===== src/rtl/video_pkg.sv =====
// video_pkg: shared definitions for the video mode sequencer and its helpers.
//   - mode index constants and NUM_MODES
//   - vid_cfg_t: the eight 16-bit timing words, packed
//   - vmc_state_t: sequencer FSM states
//   - mode_valid / mode_cfg: the mode table, usable as constant functions
package video_pkg;

  localparam int unsigned MODE_W = 3;

  localparam logic [MODE_W-1:0] MODE_640x480   = 3'd0;
  localparam logic [MODE_W-1:0] MODE_800x600   = 3'd1;
  localparam logic [MODE_W-1:0] MODE_1280x720  = 3'd2;
  localparam logic [MODE_W-1:0] MODE_1920x1080 = 3'd3;
  localparam int unsigned       NUM_MODES      = 4;

  typedef struct packed {
    logic [15:0] hfp;
    logic [15:0] hsyn;
    logic [15:0] hbp;
    logic [15:0] hactive;
    logic [15:0] vfp;
    logic [15:0] vsyn;
    logic [15:0] vbp;
    logic [15:0] vactive;
  } vid_cfg_t;

  typedef enum logic [2:0] {
    ST_IDLE,
    ST_RUN,
    ST_WAIT_FE,
    ST_STOP,
    ST_LOAD,
    ST_SETTLE
  } vmc_state_t;

  function automatic logic mode_valid(input logic [MODE_W-1:0] m);
    return 32'(m) < NUM_MODES;
  endfunction

  // Invalid indices return all-zero timing.
  function automatic vid_cfg_t mode_cfg(input logic [MODE_W-1:0] m);
    vid_cfg_t c;
    c = '0;
    case (m)
      MODE_640x480:   c = '{16'd16,  16'd96,  16'd48,  16'd640,  16'd10, 16'd2, 16'd33, 16'd480};
      MODE_800x600:   c = '{16'd40,  16'd128, 16'd88,  16'd800,  16'd1,  16'd4, 16'd23, 16'd600};
      MODE_1280x720:  c = '{16'd110, 16'd40,  16'd220, 16'd1280, 16'd5,  16'd5, 16'd20, 16'd720};
      MODE_1920x1080: c = '{16'd88,  16'd44,  16'd148, 16'd1920, 16'd4,  16'd5, 16'd36, 16'd1080};
      default:        c = '0;
    endcase
    return c;
  endfunction

endpackage


===== src/rtl/video_mode_ctrl_if.sv =====
// video_mode_ctrl_if: mode-change request handshake.
//   req  : held high by the requester until ack
//   mode : requested mode index, valid while req
//   ack  : one-cycle accept/reject pulse
//   err  : with ack, request rejected (invalid mode)
// master = requester, slave = video_mode_ctrl.
interface video_mode_ctrl_if;
  import video_pkg::*;

  logic              req;
  logic [MODE_W-1:0] mode;
  logic              ack;
  logic              err;

  modport master (output req, output mode, input ack, input err);
  modport slave  (input req, input mode, output ack, output err);
endinterface


===== src/rtl/video_mode_rom.sv =====
// video_mode_rom: combinational mode index -> timing config lookup.
//   mode  in  index to look up
//   cfg   out timing words for that mode (zero when invalid)
//   valid out index names a supported mode
module video_mode_rom
  import video_pkg::*;
(
  input  logic [MODE_W-1:0] mode,
  output vid_cfg_t          cfg,
  output logic              valid
);

  assign cfg   = mode_cfg(mode);
  assign valid = mode_valid(mode);

endmodule


===== src/rtl/video_mode_ctrl.sv =====
// video_mode_ctrl: configuration sequencer for the video timing generator.
// Owns the eight timing words and the generator enable; mode changes are
// applied only at a frame boundary (stop, load, settle, restart) so the
// generator never runs on a half-updated configuration.
//   i_pclk, i_rstn      pixel clock, async active-low reset
//   i_run               1 = generator should run, 0 = stop at next frame end
//   req_if (slave)      mode-change request handshake (req/mode/ack/err)
//   i_frame_end         frame-end pulse from the timing generator
//   o_timeout           pulse: frame-end wait expired, stop forced
//   o_busy              sequencing a stop/load/settle
//   o_mode_cur          mode currently loaded
//   o_tg_en             timing generator enable
//   o_cfg_*             timing configuration words
module video_mode_ctrl
  import video_pkg::*;
#(
  parameter int unsigned DEFAULT_MODE = 0,
  parameter int unsigned AUTO_START   = 1,
  parameter int unsigned SETTLE_CYC   = 16,
  parameter int unsigned FE_TIMEOUT   = 4194304
) (
  input  logic              i_pclk,
  input  logic              i_rstn,
  input  logic              i_run,
  video_mode_ctrl_if.slave  req_if,
  input  logic              i_frame_end,
  output logic              o_timeout,
  output logic              o_busy,
  output logic [MODE_W-1:0] o_mode_cur,
  output logic              o_tg_en,
  output logic [15:0]       o_cfg_hfp,
  output logic [15:0]       o_cfg_hsyn,
  output logic [15:0]       o_cfg_hbp,
  output logic [15:0]       o_cfg_hactive,
  output logic [15:0]       o_cfg_vfp,
  output logic [15:0]       o_cfg_vsyn,
  output logic [15:0]       o_cfg_vbp,
  output logic [15:0]       o_cfg_vactive
);

  localparam logic [22:0]       FE_LAST     = 23'(FE_TIMEOUT - 1);
  localparam logic [15:0]       SETTLE_LAST = 16'(SETTLE_CYC - 1);
  localparam logic [MODE_W-1:0] RST_MODE    = MODE_W'(DEFAULT_MODE);
  localparam vid_cfg_t          RST_CFG     = mode_cfg(RST_MODE);
  localparam vmc_state_t        RST_STATE   = (AUTO_START != 0) ? ST_SETTLE : ST_IDLE;

  vmc_state_t        state;
  logic              tg_en, ack, err, timeout, busy;
  logic              pend, boot;
  logic [MODE_W-1:0] pend_mode, mode_cur;
  vid_cfg_t          cfg;
  logic [22:0]       fe_cnt;
  logic [15:0]       st_cnt;

  // One ROM serves both jobs: validating the incoming request (IDLE/RUN)
  // and fetching the latched mode's words (LOAD). They never overlap.
  logic [MODE_W-1:0] rom_mode;
  vid_cfg_t          rom_cfg;
  logic              rom_valid;

  assign rom_mode = (state == ST_LOAD) ? pend_mode : req_if.mode;

  video_mode_rom u_rom (
    .mode  (rom_mode),
    .cfg   (rom_cfg),
    .valid (rom_valid)
  );

  // req is still high in the ack cycle; only the cycle after must be low.
  logic new_req;
  assign new_req = req_if.req && !ack;

  always_ff @(posedge i_pclk or negedge i_rstn) begin
    if (!i_rstn) begin
      state     <= RST_STATE;
      tg_en     <= 1'b0;
      ack       <= 1'b0;
      err       <= 1'b0;
      timeout   <= 1'b0;
      busy      <= 1'b0;
      pend      <= 1'b0;
      boot      <= 1'b1;
      pend_mode <= RST_MODE;
      mode_cur  <= RST_MODE;
      cfg       <= RST_CFG;
      fe_cnt    <= '0;
      st_cnt    <= '0;
    end else begin
      ack     <= 1'b0;
      err     <= 1'b0;
      timeout <= 1'b0;
      boot    <= 1'b0;
      case (state)
        ST_IDLE: begin
          if (new_req) begin
            ack <= 1'b1;
            if (rom_valid) begin
              pend      <= 1'b1;
              pend_mode <= req_if.mode;
              busy      <= 1'b1;
              state     <= ST_LOAD;
            end else begin
              err <= 1'b1;
            end
          end else if (i_run) begin
            st_cnt <= '0;
            busy   <= 1'b1;
            state  <= ST_SETTLE;
          end
        end
        ST_RUN: begin
          if (new_req) begin
            ack <= 1'b1;
            if (rom_valid) begin
              pend      <= 1'b1;
              pend_mode <= req_if.mode;
              fe_cnt    <= '0;
              busy      <= 1'b1;
              state     <= ST_WAIT_FE;
            end else begin
              err <= 1'b1;
            end
          end else if (!i_run) begin
            fe_cnt <= '0;
            busy   <= 1'b1;
            state  <= ST_WAIT_FE;
          end
        end
        ST_WAIT_FE: begin
          // A real frame end wins over a coincident timeout.
          if (i_frame_end || fe_cnt == FE_LAST) begin
            timeout <= !i_frame_end;
            tg_en   <= 1'b0;
            state   <= ST_STOP;
          end else if (fe_cnt != '1) begin
            fe_cnt <= fe_cnt + 23'd1;
          end
        end
        ST_STOP: begin
          if (pend) begin
            state <= ST_LOAD;
          end else begin
            busy  <= 1'b0;
            state <= ST_IDLE;
          end
        end
        ST_LOAD: begin
          cfg      <= rom_cfg;
          mode_cur <= pend_mode;
          pend     <= 1'b0;
          if (i_run) begin
            st_cnt <= '0;
            state  <= ST_SETTLE;
          end else begin
            busy  <= 1'b0;
            state <= ST_IDLE;
          end
        end
        ST_SETTLE: begin
          // Auto-start reset lands here directly; if i_run was low at
          // release, fall back to IDLE on the first edge instead.
          if (boot && !i_run) begin
            busy  <= 1'b0;
            state <= ST_IDLE;
          end else if (st_cnt == SETTLE_LAST) begin
            busy <= 1'b0;
            if (i_run) begin
              tg_en <= 1'b1;
              state <= ST_RUN;
            end else begin
              state <= ST_IDLE;
            end
          end else begin
            busy <= 1'b1;
            if (st_cnt != '1) st_cnt <= st_cnt + 16'd1;
          end
        end
        default: begin
          tg_en <= 1'b0;
          busy  <= 1'b0;
          state <= ST_IDLE;
        end
      endcase
    end
  end

  assign req_if.ack    = ack;
  assign req_if.err    = err;
  assign o_timeout     = timeout;
  assign o_busy        = busy;
  assign o_mode_cur    = mode_cur;
  assign o_tg_en       = tg_en;
  assign o_cfg_hfp     = cfg.hfp;
  assign o_cfg_hsyn    = cfg.hsyn;
  assign o_cfg_hbp     = cfg.hbp;
  assign o_cfg_hactive = cfg.hactive;
  assign o_cfg_vfp     = cfg.vfp;
  assign o_cfg_vsyn    = cfg.vsyn;
  assign o_cfg_vbp     = cfg.vbp;
  assign o_cfg_vactive = cfg.vactive;

endmodule


===== src/flat_wrapper.sv =====
// flat-port wrapper written by rule: the top's interface ports become plain ports
module video_mode_ctrl_flat import video_pkg::*;
#(
  parameter int unsigned DEFAULT_MODE = 0,
  parameter int unsigned AUTO_START   = 1,
  parameter int unsigned SETTLE_CYC   = 16,
  parameter int unsigned FE_TIMEOUT   = 4194304
)
  (i_pclk, i_rstn, i_run, i_frame_end, o_timeout, o_busy, o_mode_cur, o_tg_en, o_cfg_hfp, o_cfg_hsyn, o_cfg_hbp, o_cfg_hactive, o_cfg_vfp, o_cfg_vsyn, o_cfg_vbp, o_cfg_vactive, req_if_req, req_if_mode, req_if_ack, req_if_err);
  video_mode_ctrl_if req_if_i ();
  input  logic i_pclk;
  input  logic i_rstn;
  input  logic i_run;
  input  logic i_frame_end;
  output logic o_timeout;
  output logic o_busy;
  output logic [MODE_W-1:0] o_mode_cur;
  output logic o_tg_en;
  output logic [15:0] o_cfg_hfp;
  output logic [15:0] o_cfg_hsyn;
  output logic [15:0] o_cfg_hbp;
  output logic [15:0] o_cfg_hactive;
  output logic [15:0] o_cfg_vfp;
  output logic [15:0] o_cfg_vsyn;
  output logic [15:0] o_cfg_vbp;
  output logic [15:0] o_cfg_vactive;
  input wire logic [$bits(req_if_i.req)-1:0] req_if_req;
  input wire logic [$bits(req_if_i.mode)-1:0] req_if_mode;
  output wire logic [$bits(req_if_i.ack)-1:0] req_if_ack;
  output wire logic [$bits(req_if_i.err)-1:0] req_if_err;
  assign req_if_i.req = req_if_req;
  assign req_if_i.mode = req_if_mode;
  assign req_if_ack = req_if_i.ack;
  assign req_if_err = req_if_i.err;
  video_mode_ctrl #(.DEFAULT_MODE(DEFAULT_MODE), .AUTO_START(AUTO_START), .SETTLE_CYC(SETTLE_CYC), .FE_TIMEOUT(FE_TIMEOUT)) u_core (.i_pclk(i_pclk), .i_rstn(i_rstn), .i_run(i_run), .req_if(req_if_i), .i_frame_end(i_frame_end), .o_timeout(o_timeout), .o_busy(o_busy), .o_mode_cur(o_mode_cur), .o_tg_en(o_tg_en), .o_cfg_hfp(o_cfg_hfp), .o_cfg_hsyn(o_cfg_hsyn), .o_cfg_hbp(o_cfg_hbp), .o_cfg_hactive(o_cfg_hactive), .o_cfg_vfp(o_cfg_vfp), .o_cfg_vsyn(o_cfg_vsyn), .o_cfg_vbp(o_cfg_vbp), .o_cfg_vactive(o_cfg_vactive));
endmodule

===== config.mk =====
export PLATFORM = sky130hd
export DESIGN_NAME = video_mode_ctrl_flat
export DESIGN_NICKNAME = d
export VERILOG_FILES = /design/src/rtl/video_pkg.sv /design/src/rtl/video_mode_ctrl_if.sv /design/src/rtl/video_mode_rom.sv /design/src/rtl/video_mode_ctrl.sv /design/src/flat_wrapper.sv
export SDC_FILE = /design/constraint.sdc
export NUM_CORES = 1
export LEC_CHECK = 0
export ABC_AREA = 1
export CAP_MARGIN = 20
export CORE_ASPECT_RATIO = 0.75
export CORE_UTILIZATION = 49
export CTS_CLUSTER_SIZE = 12
export DETAILED_ROUTE_END_ITERATION = 12
export PLACE_DENSITY = 0.84
export SYNTH_ARGS = -nofsm -noshare
export SYNTH_HDL_FRONTEND = slang
export SYNTH_SLANG_ARGS = --single-unit

===== constraint.sdc =====
create_clock -name i_pclk -period 2 [get_ports i_pclk]
set_clock_uncertainty 0.05 [all_clocks]
set_input_delay 0.2 -clock i_pclk [delete_from_list [all_inputs] [get_ports i_pclk]]
set_output_delay 0.2 -clock i_pclk [all_outputs]
set_load 0.01 [all_outputs]

## Word level (Yosys, flattened, before mapping)

Cells that the tools add are included.

- Input port bits: 8
- Bits in registers: 183
- Output and inout port bits: 136
- Logic and storage cells: 126

- Equality and inequality tests: 30
- Bitwise gates (word level): 2
- Multiplexer cells: 51
- Add/sub/neg operators: 2
- Reduce and logical (&&, ||, !) cells: 20
- $lt $le $gt $ge: 1

Operators by type and width:

| cell | number |
|---|---|
| 119-bit case mux with 4 select lines | 1 |
| 23-bit two-way mux | 5 |
| 16-bit two-way mux | 5 |
| 16-bit case mux with 3 select lines | 1 |
| 23-bit case mux with 2 select lines | 1 |
| 3-bit two-way mux | 12 |
| 23-bit by 1-bit adder with 23-bit output (second input constant) | 1 |
| 23-bit by 22-bit == test with 1-bit output (second input constant) | 1 |
| 23-bit != test (second input constant) | 1 |
| 1-bit two-way mux | 22 |
| 5-bit AND reduction | 4 |
| 3-bit case mux with 6 select lines | 1 |
| 16-bit by 1-bit adder with 16-bit output (second input constant) | 1 |
| 16-bit by 4-bit == test with 1-bit output (second input constant) | 1 |
| 16-bit != test (second input constant) | 1 |
| 2-bit != test (second input constant) | 7 |
| 3-bit by 2-bit == test with 1-bit output (second input constant) | 4 |
| 2-bit by 1-bit != test with 1-bit output (second input constant) | 6 |
| 3-bit by 2-bit != test with 1-bit output (second input constant) | 4 |
| 3-bit by 1-bit == test with 1-bit output (second input constant) | 2 |
| 3-bit == test (second input constant) | 2 |
| 3-bit logical NOT | 2 |
| 1-bit case mux with 6 select lines | 1 |
| 3-bit AND reduction | 2 |
| 13 further kinds | 18 |

## Logic depth before layout (Yosys ltp)

- Depth in word-level cells: 6
- Gate-level depth with buffers: 12

## By module

Synthesis repeated with hierarchy kept, for this count alone.

- Cell total of the unflattened synthesis: 1,167
- Area, all modules: 9,101.2 um^2

Modules (own cells, without submodules):

| module | area each (um^2) | seq. area each (um^2) | instances | cells an instance |
|---|---|---|---|---|
| video_mode_ctrl | 8,140.3 | 4,603.2 | 1 | 1,030 |
| video_mode_rom | 960.9 | 0.0 | 1 | 137 |

## Worst setup path after synthesis

Ideal clock, no wire load.

- Path type: flip-flop to flip-flop
- Start point: reg u_core.state[0]
- End point: reg u_core.st_cnt[10]
- Clock period less this slack: 1.719 ns
- Data arrival time: 1.553 ns
- Path slack: 0.281 ns
- Cell stages (with the launch flop): 12
- Path buffers: 2
- Setup time: 0.117 ns
- Path through: dfstp_2 -> buf_4 -> inv_2 -> nor2_8 -> inv_4 -> nand2_2 -> nand2_2 -> nor2_8 -> nand2_4 -> buf_6 -> nand2_1 -> nand2_1

- Longest elaborated chain between the ends: 3

RTL lines:

| item | RTL line | RTL |
|---|---|---|
| from (decl) | video_mode_ctrl.sv:47 | `vmc_state_t state;` |
| from (signal assigned) | video_mode_ctrl.sv:75 | `state <= RST_STATE;` |
| from (signal assigned) | video_mode_ctrl.sv:101 | `state <= ST_LOAD;` |
| from (signal assigned) | video_mode_ctrl.sv:108 | `state <= ST_SETTLE;` |
| 3-bit == test or 3-bit logical NOT (tied branches) | video_mode_ctrl.sv:93 | `case (state)` |
| 2-bit != test (no source line) (tied with other cells) | -- |  |
| 5-bit AND reduction (no source line) | -- |  |
| to (signal assigned) | video_mode_ctrl.sv:175 | `if (st_cnt != '1) st_cnt <= st_cnt + 16'd1;` |
| to (decl) | video_mode_ctrl.sv:53 | `logic [15:0] st_cnt;` |

Parallel ways exist; a longest one is shown, timed or not.
A chain may end at the register's enable or synchronous reset.

## Worst setup path after layout

- Start point: reg u_core.fe_cnt[0]
- End point: reg u_core.fe_cnt[22]

- Longest elaborated chain between the ends: 4

RTL lines:

| item | RTL line | RTL |
|---|---|---|
| from (decl) | video_mode_ctrl.sv:52 | `logic [22:0] fe_cnt;` |
| from (signal assigned) | video_mode_ctrl.sv:136 | `fe_cnt <= fe_cnt + 23'd1;` |
| 23-bit by 1-bit adder with 23-bit output or 23-bit by 22-bit == test with 1-bit output (tied branches) | video_mode_ctrl.sv:136, video_mode_ctrl.sv:131 |  |
| 23-bit two-way mux or 1-bit logical OR (tied branches) | video_mode_ctrl.sv:135, video_mode_ctrl.sv:131 |  |
| 23-bit two-way mux or 2-bit != test (tied branches) | -- |  |
| 23-bit case mux with 2 select lines or 5-bit AND reduction (tied branches) | -- |  |

Parallel ways exist; a longest one is shown, timed or not. The select of a mux whose other input is x is not followed.

==> reports/qor.yml <==
yosys:
  synth_xor_area_share_pct: 2.11
  synth_compound_area_share_pct: 4.49
  synth_top_family_by_area: "simple AND/OR/NAND/NOR gates"
  ys_ff_latch: 70
  ys_seq_area_share_pct: 35.4
  muxShareOfSynthArea_pct: 0
  synthDistinctLibCells: 36
  synthCells: 695
  yosysWarningCount: 0
  netlist_area_um2: 4980
  yosys.area_share.adder_pct: 0.502
  avgSynthCellArea_um2: 7.17
  synthSimpleGateAreaFrac_pct: 35.1
global_routing:
  grt_pass1_wl_um: 16500
  grtUsageMet1_pct: 28.6
  grt_pass1_vias: 3392
  grtUsageMet2_pct: 30.2
  use_met3_pct: 4.53
  grt_max_degree: 71
  overflow: 0
  busiest_layer: "met2"
  grt_antenna_before_repair: 0
  grtUsageTotal_pct: 19.8
clock_network:
  clock-sinks: 70
  cts_resized: 0
  cts_tree: "done"
  postCtsSetupRepairBufs: 0
  numCtsBuffers: 9
  cts.clk_slew.worst_paths_ns: 0.06
  cts_max_path_buffers: 2
  htree_levels: 3
  cts_root_buf: "clkbuf_16"
  insertion_delay_ns: 0.34
setup_path:
  r2r_start: "u_core.fe_cnt[0]$_DFFE_PN0P_"
  startpoint: "u_core.fe_cnt[0]$_DFFE_PN0P_"
  reg2reg_setup_slack_ns: 0.15
  required_ns: 2.18
  cp-start-kind: "flop"
  r2r-end: "u_core.fe_cnt[22]$_DFFE_PN0P_"
  reg2reg_depth: 11
  cp_max_fo: 5
  crit_arrival_ns: 2.03
  setup.worst_path.end: "u_core.fe_cnt[22]$_DFFE_PN0P_"
  cp-end-kind: "flop"
  critPathKind: "reg2reg"
run:
  cap_violations: 0
sta:
  fin_crit_sh_pct: 92.7
  rsz0062_at_grt: "no"
  fmaxAchievable_ghz: 0.539
  setup_viol: 0
  setup_tns_ns: 0
  hold_viol_final: 0
  period_minus_slack_ns: 1.85
  slew_viol_final: 0
  holdWs_ns: 0.349
drt:
  route.vias.total: 4111
  drc: 0
  antenna_left: 0
  vias_per_cell: 4.71
  drt_pre_antenna_iters: 5
  wl_per_cell_um: 11.5
  routed_wl_um: 10100
  first_iter_violations: 360
layout:
  seq_area_um2: 1770
  fillers: 878
  num-nets-final: 746
  fin_area_um2: 5520
  multi_input_area_um2: 2430
  instances_no_fill: 873
  area_delta_synth_final_pct: 10.6
  diodes: 0
  layout-drive-gt1-share_pct: 9.18
placed_design:
  dpl.cell_count: 856
  portBuffers: 57
  dpl.hpwl_um: 7310
  gp_congestion: 0.906
  post_dp_cell_area_um2: 5210
die:
  dieArea_um2: 10600
  die_h_um: 89.4
  pin_count: 144
  start_util_pct: 51.0
  die_w_um: 118
  num_rows: 31
  coreArea_um2: 9770
power_and_ir_drop:
  vdd_drop_max_mv: 0.654
  p_leak_nw: 2.71
  p_per_area_nw_per_um2: 1170
  power_mw: 6.45
hold_path:
  hold_path.class: "in2async"
status:
  status: "finished clean"
[power breakdown]
group	internal [mW]	total [mW]	switching (mW)
registers	1.78	2.06	0.278
clock network	0.975	1.63	0.651
logic	1.21	2.77	1.56
total	3.96	6.45	2.49
[synthesized netlist by cell type]
master    instances  area (um2)
nand2_1         222         833
buf_4           118         886
nor2_1           80         300
dfrtp_1          59        1480
nand3_1          57         285
inv_1            41         154
o21ai_0          14        70.1
dfstp_2          11         289
xor2_1           11        96.3
a21oi_1           9        45.0
nand4_1           9        56.3
inv_2             7        26.3
nand2_2           6        37.5
nor3_1            6        30.0
buf_2             5        25.0
o21bai_1          5        37.5
nand2_4           4        45.0
nor2_4            4        45.0
o21ai_1           4        20.0
nand3b_1          3        22.5
ha_1              2        25.0
nor2_2            2        12.5
nor2_8            2        40.0
nor3b_1           2        15.0
a21boi_0          1        7.51
a31oi_1           1        6.26
a31oi_4           1        21.3
buf_6             1        11.3
clkbuf_1          1        3.75
conb_1            1        3.75
inv_4             1        6.26
nand3_2           1        10.0
nor3_4            1        16.3
o211ai_1          1        7.51
o21ai_2           1        8.76
xnor2_1           1        8.76
[metal layers]
metal	part of all wire, %	routed length (um)
met3	7.0	710
met5	0	0
met1	49	4920
met4	0.78	79
met2	43	4370
[cells by family after synthesis]
| family | after synthesis |
|---|---|
| other | 1 |
| buffers and inverters | 174 |
| and+or+nand+nor | 399 |
| xor gates and xnor gates | 12 |
| DFF | 70 |
| adders and majority gates | 2 |
| AOI/OAI and AO/OA | 37 |
[worst min-delay path by stage]
stage                   startpoint                               end  slack [ns]  depth (start not counted)
floorplan                   i_rstn      u_core.fe_cnt[0]$_DFFE_PN0P_       -0.15                          0
global placement            i_rstn   u_core.o_cfg_vbp[2]$_DFFE_PN0P_        0.21                          2
detailed placement          i_rstn   u_core.o_cfg_vbp[2]$_DFFE_PN0P_        0.20                          2
CTS                 req_if_mode[1]   u_core.pend_mode[1]$_DFFE_PN0P_        0.38                          3
global route                i_rstn      u_core.st_cnt[5]$_DFFE_PN0P_        0.41                          3
finish                      i_rstn  u_core.o_cfg_vsyn[0]$_DFFE_PN0P_        0.35                          3
[placed cells by master, fill, tap and decap left out, types with 7 or more instances in the layout]
cell type / instances
a21oi_1: 9
buf_4: 10
clkbuf_16: 9
clkdlybuf4s50_1: 56
conb_1: 87
dfrtp_1: 59
dfstp_2: 11
inv_1: 41
inv_2: 7
nand2_1: 222
nand3_1: 57
nand4_1: 9
nor2_1: 80
o21ai_0: 14
xor2_1: 11
[per-stage QoR]
step           utilization [%]  setup WS (ns)
6_report                  56.4          0.146
5_1_grt                   56.4        0.00828
4_1_cts                   56.4          0.158
3_5_place_dp              53.3          0.148
3_3_place_gp              53.3          0.162
2_1_floorplan                -          0.281
[critical path, stage by stage, from the launching register on]
cell and delay (ns):
dfrtp_1 0.41, ha_1 0.19, nand2_1 0.10, nor2_4 0.11, buf_4 0.13, nand2_1 0.11, nor2_1 0.25, nand3_1 0.13
nand2_1 0.08, nand3_1 0.09, nand2_1 0.07, inv_1 0.03
[registers in the layout, indices dropped and copies added, names as in the netlist]
register              count
u_core.boot               1
u_core.fe_cnt            23
u_core.o_busy             1
u_core.o_cfg_hactive      2
u_core.o_cfg_hbp          1
u_core.o_cfg_hfp          1
u_core.o_cfg_hsyn         2
u_core.o_cfg_vactive      3
u_core.o_cfg_vbp          4
u_core.o_cfg_vsyn         2
u_core.o_mode_cur         3
u_core.o_tg_en            1
u_core.o_timeout          1
u_core.pend               1
u_core.pend_mode          3
u_core.req_if.ack         1
u_core.req_if.err         1
u_core.st_cnt            16
u_core.state              3
[cell type report]
class                   count  area share (%)
well taps                 132            2.99
inverters                  49            3.38
flip-flops and latches     70            32.0
multi-input cells         537            44.1
clock inverters             6            1.25
clock buffers              10            4.15
repair buffers             69            12.2
[what timing repair did]
action,in CTS,in global routing
endpoints found under the hold margin,59,0
setup endpoints to repair,0,0
hold buffers,1,0
Power figures use the tool's default switching activity.
==> patch: new RTL, config.mk and constraints unchanged <==
Set the package constant `MODE_W` to 6 (it was 3).
--- a/src/rtl/video_pkg.sv
+++ b/src/rtl/video_pkg.sv
@@ -7,3 +7,3 @@
 
-  localparam int unsigned MODE_W = 3;
+  localparam int unsigned MODE_W = 6;
 
Ports: changed (resized o_mode_cur and req_if_mode); port bits go from 144 to 150. No check against the original RTL was run, so the function may have changed too.
==> patch against the original RTL <==
Power is 5.3% higher; clock power hardly changed; highest routed layer unchanged; area after synthesis is 2.9% higher; critical path depth is 1 lower; sequential cell count is 6 higher; wire length is 12% higher; first-iteration DRC count is 21% lower; die area is 2.9% higher; final area is 6.3% higher; setup slack worse by 35 ps; combinational power is 6% higher; synthesized cell count is 4.0% higher.
==> patch: results (changes against the original RTL) <==
Outcome
The flow ran to the end, and the final reports show no timing, DRC or antenna violations.

Cells and area
In the final layout, the registers with the most flip-flops are u_core.fe_cnt (23), u_core.st_cnt (16). The antenna cell count came to 0 (unchanged). The layout net count is 795 (+6.6%). The layout cell share with drive strength beyond 1 is 9.78% (+0.61 points).

The number of fill cells in the layout came to 891 (+1.5%).

Detailed routing
The total number of vias is 4,307 (+4.8%). The detailed router's first-iteration violation count came to 285 (-21%). The routed length per instance came to 12.2 um (+6.0%). The number of optimization iterations in the first detailed-route pass was 6 (+1).

Pwr
The net switching fraction of the power came to 38.0% (-0.58 points). The static leakage is 2.81 nW (+3.9%). The maximum vdd ir drop came to 834 uV (+27%).

Placed design
The number of port buffers is 63 (+11%). The detailed placer's ending HPWL is 8240 um (+13%). The area after detailed placement is 0.00547 mm2 (+4.9%).

The last weighted congestion value of the routability-driven placer is 0.933 (+3.1%).

Critical path
The slowest stage of the critical path belongs to the cell sky130_fd_sc_hd__dfstp_2. The worst endpoint data arrival time is 2060 ps (+30 ps). The slack of the worst reg-to-reg path is 110 ps (-30 ps). The delay of the slowest critical-path stage was 640 ps (+230 ps). The reg-to-reg critical path endpoint is u_core.fe_cnt[16].

The maximum fanout count along the critical path was 12 (+7). The number of cell instances on the worst register-to-register path is 10 (-1). The startpoint of the worst-slack reg-to-reg timing path is u_core.state[2]. Among cell families on the critical path, the largest total delay comes from simple AND/OR/NAND/NOR gates.

CTS
The root buffer cell chosen for the clock tree is sky130_fd_sc_hd__clkbuf_16. The H-tree depth was 3 (unchanged). The number of buffers inserted for hold repair after clock tree synthesis is 1 (unchanged).

The clock edge transition at the registers on the reported setup and hold paths was 60 ps (about the same). The number of setup buffers added after CTS was 0 (unchanged). The maximum clock insertion buffer count is 2 (unchanged). The clock latency of the later-clocked register in the worst-skew pair is 330 ps.

The post-cts repair resize count came to 1 (+1). The number of buffers inserted during clock tree synthesis was 9 (unchanged).

Synth
The distinct cell type count of the synthesized netlist is 32 (-11%). The fraction of the yosys area taken by sequential cells is 37.3% (+1.9 points). The count of synthesis-stage warnings from yosys is 0 (unchanged).

Ranked by total cell area, the synthesized netlist is headed by sky130_fd_sc_hd__dfrtp_1, sky130_fd_sc_hd__nand2_1, sky130_fd_sc_hd__buf_4, sky130_fd_sc_hd__nor2_1, sky130_fd_sc_hd__dfstp_2. The commonest cells after synthesis are sky130_fd_sc_hd__nand2_1, sky130_fd_sc_hd__buf_4, sky130_fd_sc_hd__nor2_1. The fraction of registers with async set/reset is 100% (unchanged).

Global route
The first-pass GRT wire length is 18,700 um (+14%). The number of antenna violations at the first check in global routing is 0 (unchanged). The via count of the first global-routing pass is 3,830 (+13%). The aggregate global-route resource usage was 21.4% (+1.6 points).

The largest net degree at the start of global routing is 34 (-52%).

Worst hold path
The worst hold path belongs to the class input port to asynchronous set/reset pin.
==> patch: cell count changes after synthesis, sizes merged, moves of 4 or more <==
cell    before  now
o21ai       19   33
nand2      232  239
dfrtp       59   65
nor2        88  102
clkbuf       1    5
o21bai       5    0
nor3         7   14
nand3       58   36
==> patch: how the worst max path moves through the flow <==
| stage | start | end | slack [ps] | depth (start not counted) |
|---|---|---|---|---|
| after global placement | u_core.state[0] | u_core.fe_cnt[15] | 80 | 8 |
| after floorplan | u_core.state[2] | u_core.st_cnt[11] | 180 | 10 |
| after CTS | u_core.state[2] | u_core.st_cnt[2] | 40 | 8 |
| final | u_core.state[2] | u_core.fe_cnt[16] | 110 | 10 |
| after detailed placement | u_core.state[0] | u_core.fe_cnt[21] | 20 | 8 |
| after global routing | u_core.state[0] | u_core.fe_cnt[9] | -30 | 10 |
==> patch: through the flow <==
stage / TNS, ps / setup slack [ps] / std cells / power, W / hold WS, ps
final: 0 / 112 / 919 / 0.00679 / 292
after global routing: -79.6 / -30.5 / 919 / 0.00718 / 330
after CTS: 0 / 41.3 / 915 / 0.00666 / 305
after detailed placement: 0 / 18.6 / 897 / 0.00498 / 103
after global placement: 0 / 78.2 / 897 / 0.00491 / 101
after floorplan: 0 / 179 / 809 / 0.00414 / -146
==> patch: layout make-up <==
| type | instances | area (um2) | share of cell area (%) |
|---|---|---|---|
| well taps | 132 | 165 | 2.82 |
| inverters | 51 | 191 | 3.26 |
| clock buffers | 9 | 225 | 3.84 |
| repair buffers | 87 | 852 | 14.5 |
| clock inverters | 7 | 76.3 | 1.30 |
| flip-flops and latches | 76 | 1920 | 32.7 |
| multi-input cells | 557 | 2440 | 41.6 |
==> patch: power by group through the flow <==
| stage | sequential, W | combinational, W | clock [W] |
|---|---|---|---|
| 3_3_place_gp | 0.00221 | 0.00270 | 0 |
| 2_1_floorplan | 0.00224 | 0.00190 | 0 |
| 4_1_cts | 0.00221 | 0.00280 | 0.00165 |
| 5_1_grt | 0.00225 | 0.00320 | 0.00172 |
| 6_report | 0.00221 | 0.00295 | 0.00163 |
| 3_5_place_dp | 0.00223 | 0.00276 | 0 |
==> patch: routing by layer <==
layer  GRT usage (%)  vias to the layer above  part of all wire, %
li1                -                     2172                    -
met1            31.1                     2001                   48
met2            32.4                      125                   46
met3            4.55                        9                  5.3
met4            5.10                        0                 0.90
met5               0                        -                    0
==> patch: cells by family (layout without fill, tap and decap cells) <==
| group | after synthesis | after routing | share of synthesized area [%] |
|---|---|---|---|
| compound gates | 48 | 48 | 4.93 |
| xor+xnor | 15 | 15 | 2.56 |
| fa+ha+maj | 2 | 2 | 0.488 |
| buf+inv | 177 | 154 | 22.2 |
| flops | 76 | 76 | 37.3 |
| other cells | 1 | 87 | 0.0731 |
| simple gates | 404 | 405 | 32.4 |
